`config.mk`:
```
export PLATFORM = sky130hd
export DESIGN_NAME = peripheral_wb_spram_master
export DESIGN_NICKNAME = d
export VERILOG_FILES = /design/src/rtl/peripheral_wb_spram_master.sv
export SDC_FILE = /design/constraint.sdc
export NUM_CORES = 1
export LEC_CHECK = 0
export CELL_PAD_IN_SITES_DETAIL_PLACEMENT = 1
export CELL_PAD_IN_SITES_GLOBAL_PLACEMENT = 1
export CORE_MARGIN = 1
export CORE_UTILIZATION = 28
export DETAILED_ROUTE_END_ITERATION = 10
export GPL_TIMING_DRIVEN = 0
export PLACE_DENSITY_LB_ADDON = 0.1
export SLEW_MARGIN = 20
export SYNTH_ARGS = -nofsm -noshare
export SYNTH_HDL_FRONTEND = slang
export SYNTH_SLANG_ARGS = --single-unit
```
`constraint.sdc`:
```
create_clock -name wb_clk_i -period 1.7 [get_ports wb_clk_i]
set_input_delay 0.255 -clock wb_clk_i [delete_from_list [all_inputs] [get_ports wb_clk_i]]
set_output_delay 0.255 -clock wb_clk_i [all_outputs]
set_load 0.01 [all_outputs]
```
`src/rtl/peripheral_wb_spram_master.sv`:
```
// Wishbone burst master for a single-port RAM: turns a command plus a write-data
// stream into classic/incrementing WB cycles, and returns read beats as pulses.
module peripheral_wb_spram_master #(
    parameter int DEPTH = 256,
    parameter int DW    = 32,
    parameter int AW    = $clog2(DEPTH)
) (
    input  logic            wb_clk_i,
    input  logic            wb_rst_i,
    input  logic            cmd_valid,
    output logic            cmd_ready,
    input  logic            cmd_we,
    input  logic [AW-1:0]   cmd_adr,
    input  logic [7:0]      cmd_len,
    input  logic            wdat_valid,
    output logic            wdat_ready,
    input  logic [DW-1:0]   wdat,
    output logic            rdat_valid,
    output logic [DW-1:0]   rdat,
    output logic            done,
    output logic            err,
    output logic [AW-1:0]   wb_adr_o,
    output logic [DW-1:0]   wb_dat_o,
    output logic [DW/8-1:0] wb_sel_o,
    output logic            wb_we_o,
    output logic [1:0]      wb_bte_o,
    output logic [2:0]      wb_cti_o,
    output logic            wb_cyc_o,
    output logic            wb_stb_o,
    input  logic            wb_ack_i,
    input  logic            wb_err_i,
    input  logic [DW-1:0]   wb_dat_i
);

    typedef enum logic [1:0] {
        S_IDLE,
        S_FETCH,
        S_BUS
    } state_e;

    state_e        state_q, state_d;
    logic [AW-1:0] adr_q, adr_d;
    logic [DW-1:0] dat_q, dat_d;
    logic          we_q, we_d;
    logic [7:0]    rem_q, rem_d;
    logic          single_q, single_d;
    logic [DW-1:0] rdat_q, rdat_d;
    logic          rdat_valid_q, rdat_valid_d;
    logic          done_q, done_d;
    logic          err_q, err_d;
    logic [AW-1:0] adr_inc;

    // Address wraps at DEPTH, which need not be a power of two.
    assign adr_inc = (adr_q == AW'(DEPTH - 1)) ? '0 : adr_q + 1'b1;

    always_comb begin
        state_d      = state_q;
        adr_d        = adr_q;
        dat_d        = dat_q;
        we_d         = we_q;
        rem_d        = rem_q;
        single_d     = single_q;
        rdat_d       = rdat_q;
        rdat_valid_d = 1'b0;
        done_d       = 1'b0;
        err_d        = 1'b0;
        case (state_q)
            S_IDLE: begin
                if (cmd_valid) begin
                    adr_d    = cmd_adr;
                    we_d     = cmd_we;
                    rem_d    = cmd_len;
                    single_d = (cmd_len == 8'd0);
                    state_d  = cmd_we ? S_FETCH : S_BUS;
                end
            end
            S_FETCH: begin
                if (wdat_valid) begin
                    dat_d   = wdat;
                    state_d = S_BUS;
                end
            end
            S_BUS: begin
                if (wb_err_i) begin
                    state_d = S_IDLE;
                    done_d  = 1'b1;
                    err_d   = 1'b1;
                end else if (wb_ack_i) begin
                    if (!we_q) begin
                        rdat_d       = wb_dat_i;
                        rdat_valid_d = 1'b1;
                    end
                    if (rem_q != 8'd0) begin
                        adr_d   = adr_inc;
                        rem_d   = rem_q - 8'd1;
                        state_d = we_q ? S_FETCH : S_BUS;
                    end else begin
                        state_d = S_IDLE;
                        done_d  = 1'b1;
                    end
                end
            end
            default: state_d = S_IDLE;
        endcase
    end

    always_ff @(posedge wb_clk_i or negedge wb_rst_i) begin
        if (!wb_rst_i) begin
            state_q      <= S_IDLE;
            adr_q        <= '0;
            dat_q        <= '0;
            we_q         <= 1'b0;
            rem_q        <= '0;
            single_q     <= 1'b0;
            rdat_q       <= '0;
            rdat_valid_q <= 1'b0;
            done_q       <= 1'b0;
            err_q        <= 1'b0;
        end else begin
            state_q      <= state_d;
            adr_q        <= adr_d;
            dat_q        <= dat_d;
            we_q         <= we_d;
            rem_q        <= rem_d;
            single_q     <= single_d;
            rdat_q       <= rdat_d;
            rdat_valid_q <= rdat_valid_d;
            done_q       <= done_d;
            err_q        <= err_d;
        end
    end

    assign cmd_ready  = (state_q == S_IDLE);
    assign wdat_ready = (state_q == S_FETCH);
    assign wb_cyc_o   = (state_q != S_IDLE);
    assign wb_stb_o   = (state_q == S_BUS);
    assign wb_sel_o   = wb_stb_o ? '1 : '0;
    assign wb_adr_o   = adr_q;
    assign wb_dat_o   = dat_q;
    assign wb_we_o    = we_q;
    assign wb_bte_o   = 2'b00;
    // Single-beat commands are classic cycles; bursts end with the end-of-burst code.
    assign wb_cti_o   = !wb_stb_o ? 3'b000 :
                        single_q  ? 3'b000 :
                        (rem_q != 8'd0) ? 3'b010 : 3'b111;
    assign rdat_valid = rdat_valid_q;
    assign rdat       = rdat_q;
    assign done       = done_q;
    assign err        = err_q;

endmodule

```
==> results.md, run 1 <==
* Final Power at 12.2 mW
* Post-placement cell area at 5860 um^2
* Ant diodes at 0
* Post-Syn Area per Cell at 10.2 um^2
* Slew headroom at 0.541
* Pin count of the biggest net entering global routing at 51
* Initial core utilization at 0.289
* RR Endpoint: rem_q[3]
* Worst-path cell with the longest stage delay: or4_4
* Die Span Y at 119 um
* Power density cells at 1820 nW/um^2
* Chip width at 119 um
* Kind of critical path: register to output pin
* Worst path depth at 6
* Setup-failing EPs final at 21
* # DRC at 0
* Area Growth Syn to Fin at 72.9%
* Clock slew at reported path FFs at 0.06 ns
* Critical Path Source: rem_q[4]
* R2r startpoint: rem_q[4]
* Total GRT Usage at 0.177
* RSZ-0062 raised after global routing: yes
* ANT nets after route at 0
* Met2 WL at 5760 um
* CP bufs+invs at 2
* Initial antenna violation count at 0
* Final wirelength at 12500 um
* Hold Crit Class: input pin to async pin
* Worst path max stage delay at 0.57 ns
* CTS tree: built
* Post-synthesis async set-or-reset flop share at 1.00
* Top cells by area, synth: dfrtp_1 (56%), nand2_1 (11%), mux2_2 (9.6%), a21oi_1 (2.3%), nor2_1 (2.0%)
* Peak supply drop at 0.000598 V
* Worst setup endpoint: wb_cti_o[2]
* Nets at 684
* Synth area leader: dfrtp_1
* Clock Sinks at 87
* Inserted Clock Buffers at 9
* Register area at 2180 um^2
* First-pass GRT wire length at 19300 um
* Core Area at 13300 um^2
* Worst-path cell chain: or4_4 -> nor2_4 -> nand2_2 -> nor3_4 -> buf_4 -> buf_6
* Worst skew pair latency at 0.35 ns
* Synth top area share at 0.564
* Min Tclk post-route at 2.15 ns
* Status: finished with violations
* GRT Residual Overflow at 0
* # fillers at 1463
* Syn. warnings at 0
* FF-to-FF path depth at 8
* Mapped cell area at 3860 um^2
* Share of cells above drive strength 1 at 0.262
* Area of the multi-input gates at 1620 um^2
* Worst hold slack at 0.381 ns
* Global placement routability congestion at 0.794
* Register area share after synthesis at 0.564
* Max Used Layer: met4
* Critical path arrival at 1.90 ns
* CP Capture Type: output pin
* DR iter-0 viols at 112
* Failing checks: setup timing
* Vias per cell at 4.57
* Slew Viols, Final at 0
* Finished Cell Area at 6670 um^2
* Leakage at 2.98 nW
* Post-synthesis register bit count at 87
* Met1 wire length at 5610 um
* Met3 wire len at 862 um
* Post-synth top cells: nand2_1 (112), dfrtp_1 (87), mux2_2 (33)
* CTS root buf: clkbuf_16
* Die area at 14300 um^2
* Setup WS post-layout at -0.451 ns
* Via count at 3548
* Clock tree buffer depth at 2
* Post-route clock period utilization at 1.27
* Main synth FF type: dfrtp_1
* Post-Syn Instances at 377
* Max Clock Freq at 465 MHz
* Worst-Margin Slew at 0.684 ns
* Vias in the first global route at 3624
* Critical Path Start Type: register
* Top-Level Pins at 176
* CP required at 1.44 ns
* Crit path max fanout at 2
* DR WL/cell at 16.1 um
* Pre-antenna DRT Iters at 4
* H-Tree Depth at 3
* Final hold vios at 0
* Max-cap viol count at 0
* Worst Skew at 0.00565 ns
* CP top delay family: simple AND/OR/NAND/NOR gates
* Post-synth EDFFs at 0
* Register-to-Register Setup Slack at -0.24 ns
* Site row count at 42
* Top-count cell post-synth: nand2_1
* Count of different cell masters after synthesis at 46
* Dpl hpwl at 8790 um
* PortBufs at 173
==> layout by cell type (no fill, tap or decap), drive strengths merged, types with 2 or more instances in the layout <==
| cell | synthesis | routed |
|---|---|---|
| clkdlybuf4s50 | 0 | 160 |
| nand3 | 8 | 8 |
| clkbuf | 4 | 18 |
| and3 | 3 | 3 |
| nand2 | 112 | 112 |
| buf | 20 | 61 |
| ha | 2 | 2 |
| conb | 1 | 2 |
| mux2 | 33 | 33 |
| a21oi | 20 | 20 |
| inv | 6 | 6 |
| nand2b | 3 | 3 |
| or2 | 2 | 2 |
| a22oi | 4 | 4 |
| bufinv | 0 | 2 |
| clkinv | 0 | 3 |
| or4 | 2 | 2 |
| nor2 | 22 | 22 |
| o22ai | 2 | 2 |
| a211oi | 2 | 2 |
| a31oi | 4 | 4 |
| nor3 | 5 | 5 |
| dfrtp | 87 | 87 |
| o21ai | 18 | 18 |
| nor4 | 3 | 3 |
==> flip-flops by register name, indices dropped and copies added (netlist names) <==
| signal | cells |
|---|---|
| rdat | 32 |
| wb_dat_o | 32 |
| rem_q | 8 |
| wb_adr_o | 8 |
| state_q | 2 |
| done | 1 |
| err | 1 |
| rdat_valid | 1 |
| single_q | 1 |
| wb_we_o | 1 |
==> worst register-to-register path: cells and delay by family, from the launching register on <==
family | cells | cell delay, ns
simple gates | 2 | 0.70
buf+inv | 4 | 0.51
flops | 1 | 0.39
compound gates | 2 | 0.21
==> layout make-up <==
type / instances / share of cell area
flip-flops and latches: 87 / 0.327
repair buffers: 208 / 0.313
multi-input cells: 261 / 0.243
clock buffers: 11 / 0.0349
well taps: 176 / 0.0330
plain buffers: 22 / 0.0326
clock inverters: 5 / 0.0124
inverters: 6 / 0.00375
==> per-layer routing <==
| metal | up-vias | GRT usage |
|---|---|---|
| met5 | - | 0 |
| met4 | 0 | 0.0758 |
| met3 | 20 | 0.0465 |
| met2 | 130 | 0.273 |
| met1 | 1695 | 0.234 |
| li1 | 1703 | - |
==> how the worst min path moves through the flow <==
stage / start / to / slack [ns] / cells after the start
6_report: wb_rst_i / wb_dat_o[22] / 0.38 / 2
5_1_grt: wb_rst_i / wb_dat_o[22] / 0.42 / 2
4_1_cts: wb_rst_i / wb_dat_o[22] / 0.41 / 2
3_5_place_dp: wb_rst_i / wb_dat_o[22] / 0.20 / 1
3_3_place_gp: rdat[31] / rdat[31] / 0.46 / 2
2_1_floorplan: wb_rst_i / done / -0.04 / 0
==> power by group <==
| group | internal [mW] | total [mW] | leakage, nW | switching, mW |
|---|---|---|---|---|
| logic | 3.63 | 6.27 | 1.76 | 2.64 |
| clock network | 1.29 | 2.13 | 0.154 | 0.835 |
| registers | 3.07 | 3.77 | 1.06 | 0.699 |
==> stage by stage <==
stage	instances	utilization	TNS, ns	worst slack [ns]
6_report	776	0.500	-4.01	-0.451
5_1_grt	776	0.500	-5.49	-0.505
4_1_cts	761	0.479	-4.16	-0.517
3_5_place_dp	728	0.439	-25.90	-0.688
3_3_place_gp	727	0.437	-296.53	-3.13
2_1_floorplan	378	-	-0.0414	-0.0414
==> timing repair <==
action / in CTS / in global routing
pin swaps: 4 / 6
resized for setup: 64 / 53
hold endpoints to repair: 37 / 0
gates cloned: 2 / 1
hold buffers: 1 / 0
setup endpoints to repair: 61 / 73
setup buffers: 15 / 17
==> cell families (layout without fill, tap and decap cells) <==
family	Yosys count	after routing	synth area share
multiplexers	33	33	0.0963
adder cells (fa/ha/maj)	2	2	0.00649
AO/OA/AOI/OAI	58	58	0.0999
AND/OR/NAND/NOR	166	166	0.183
buffers and inverters	30	252	0.0487
other	1	2	0.000972
flip-flops	87	87	0.564
(Power assumes the default switching activity.)
==> inputs of run 2 (changes only) <==
--- a/config.mk
+++ b/config.mk
@@ -9,7 +9,9 @@
 export CELL_PAD_IN_SITES_GLOBAL_PLACEMENT = 1
 export CORE_MARGIN = 1
 export CORE_UTILIZATION = 28
+export CTS_CLUSTER_SIZE = 14
 export DETAILED_ROUTE_END_ITERATION = 10
+export GPL_ROUTABILITY_DRIVEN = 0
 export GPL_TIMING_DRIVEN = 0
 export PLACE_DENSITY_LB_ADDON = 0.1
 export SLEW_MARGIN = 20
==> results of run 2 <==
No change in the layout: final DEF, timing and power equal those of run 1.
==> inputs of run 3 (changes only) <==
--- a/config.mk
+++ b/config.mk
@@ -14,6 +14,7 @@
 export GPL_ROUTABILITY_DRIVEN = 0
 export GPL_TIMING_DRIVEN = 0
 export PLACE_DENSITY_LB_ADDON = 0.1
+export SETUP_SLACK_MARGIN = 0.1
 export SLEW_MARGIN = 20
 export SYNTH_ARGS = -nofsm -noshare
 export SYNTH_HDL_FRONTEND = slang
==> run 3 against run 2 <==
Effect of this change:
- the flow still finishes with violations (setup timing)
- combinational power rose by 12%
- clock power fell by 6%
- via count rose by 4.5%
- largest cell class unchanged
==> results.md, run 3 (synthesis gave the netlist of run 1 again) <==
* Commonest non-fill, non-tap cell in the layout: clkdlybuf4s50_1
* R2r startpoint: rem_q[4]
* Crit path max fanout at 2
* Kind of critical path: register to output pin
* Final Power at 12.7 mW
* # fillers at 1442
* Status: finished with violations
* Leakage at 3.29 nW
* Worst hold slack at 0.349 ns
* Pin count of the biggest net entering global routing at 59
* DR iter-0 viols at 81
* First-pass GRT wire length at 20200 um
* Via count at 3708
* Core Area at 13300 um^2
* Die Span Y at 119 um
* Peak supply drop at 0.000692 V
* M2 GR Usage at 0.297
* Finished Cell Area at 7230 um^2
* FF-to-FF path depth at 10
* Area Growth Syn to Fin at 87.4%
* Total GRT Usage at 0.184
* Initial core utilization at 0.289
* Worst-Margin Slew at 0.719 ns
* DP Cell Count at 728
* Final wirelength at 13300 um
* Post-layout util at 0.542
* Worst Skew at 0.00545 ns
* Setup slack at placement at -0.660 ns
* GRT Residual Overflow at 0
* TNS Setup at -6.50 ns
* Slew Viols, Final at 0
* CP Capture Type: output pin
* Die area at 14300 um^2
* Pre-antenna DRT Iters at 4
* Final hold vios at 0
* Post-route clock period utilization at 1.29
* Dpl hpwl at 8540 um
* Final std cells w/o fill at 806
* RSZ-0062 raised after global routing: yes
* DR WL/cell at 16.5 um
* Nets at 714
* Inserted Clock Buffers at 9
* Share of cells above drive strength 1 at 0.352
* Critical Path Start Type: register
* Slew headroom at 0.517
* H-Tree Depth at 3
* Vias per cell at 4.60
* Clock Sinks at 87
* RR Endpoint: state_q[0]
* Power density cells at 1760 nW/um^2
* ANT nets after route at 0
* Max-cap viol count at 0
* GR Util met1 at 0.234
* Clock tree buffer depth at 2
* Critical path arrival at 1.94 ns
* Met3 usage at 0.0484
* Vias in the first global route at 3846
* Setup WS post-layout at -0.490 ns
* CTS root buf: clkbuf_16
* Commonest cells after routing, fill and taps aside: clkdlybuf4s50_1 (157), nand2_1 (81), dfrtp_1 (80), buf_4 (42), mux2_2 (33)
* Register-to-Register Setup Slack at -0.34 ns
* Ant diodes at 0
* Gr busiest metal: met2
* Failing checks: setup timing
* # DRC at 0
* Max Clock Freq at 457 MHz
* CTS tree: built
* Hold Crit Class: input pin to async pin
* Post-placement cell area at 5870 um^2
* Initial antenna violation count at 1
* Top-Level Pins at 176
* Min Tclk post-route at 2.19 ns
* Clock slew at reported path FFs at 0.07 ns
* CP required at 1.44 ns
* PortBufs at 173
* Chip width at 119 um
* Worst skew pair latency at 0.34 ns
* Site row count at 42
* Setup-failing EPs final at 27
run 3: changes by cell type in the layout (fill, tap and decap cells not counted), moves of 4 or more:
cell and delta:
nand2_2 +18, buf_6 +13, clkbuf_16 +4, nand2_4 +11, dlygate4sd2_1 +4, nand2_1 -29, buf_4 +12, buf_8 +6
clkbuf_2 -4
run 3: repair_timing:
action                     4_1_cts  5_1_grt
pin swaps                       12       35
hold buffers                     1        0
setup endpoints to repair       99       93
buffers inserted                32       23
cloned                           3        6
resized for setup              140       66
hold endpoints to repair        29        0
run 3: where the power goes:
part / switching (mW) / total (mW) / internal (mW) / leakage (nW)
Sequential: 0.629 / 3.71 / 3.08 / 1.06
Combinational: 2.93 / 7.02 / 4.09 / 2.09
Clock: 0.864 / 2.01 / 1.14 / 0.145
Total: 4.42 / 12.7 / 8.31 / 3.29
run 3: area by class of cell:
type | count | area, um^2 | area share
well taps | 176 | 220 | 0.0305
clock buffers | 9 | 225 | 0.0311
plain buffers | 23 | 313 | 0.0433
repair inverters | 1 | 8.76 | 0.00121
flip-flops and latches | 87 | 2190 | 0.302
inverters | 6 | 41.3 | 0.00571
multi-input cells | 261 | 1740 | 0.241
clock inverters | 7 | 73.8 | 0.0102
repair buffers | 236 | 2420 | 0.335
run 3: layer usage:
layer / vias to the layer above / routed length [um]
met1: 1804 / 5610
met4: 2 / 242
met5: - / 13
met2: 118 / 6600
li1: 1765 / -
met3: 19 / 870
run 3: critical path: stages, from the launching register on:
cell	delay, ns
dfrtp_1	0.38
or4_4	0.56
nor2_4	0.13
nand2_2	0.08
nor3_4	0.21
buf_4	0.14
buf_6	0.09
run 3: worst max path at each step:
stage / start / endpoint / slack, ns / cells after the start
2_1_floorplan: rem_q[4] / wb_cti_o[2] / -0.04 / 5
3_3_place_gp: wb_rst_i / state_q[1] / -3.46 / 1
3_5_place_dp: state_q[0] / wb_sel_o[2] / -0.66 / 7
4_1_cts: rem_q[4] / wb_cti_o[2] / -0.53 / 6
5_1_grt: rem_q[4] / wb_cti_o[2] / -0.54 / 6
6_report: rem_q[4] / wb_cti_o[2] / -0.49 / 6
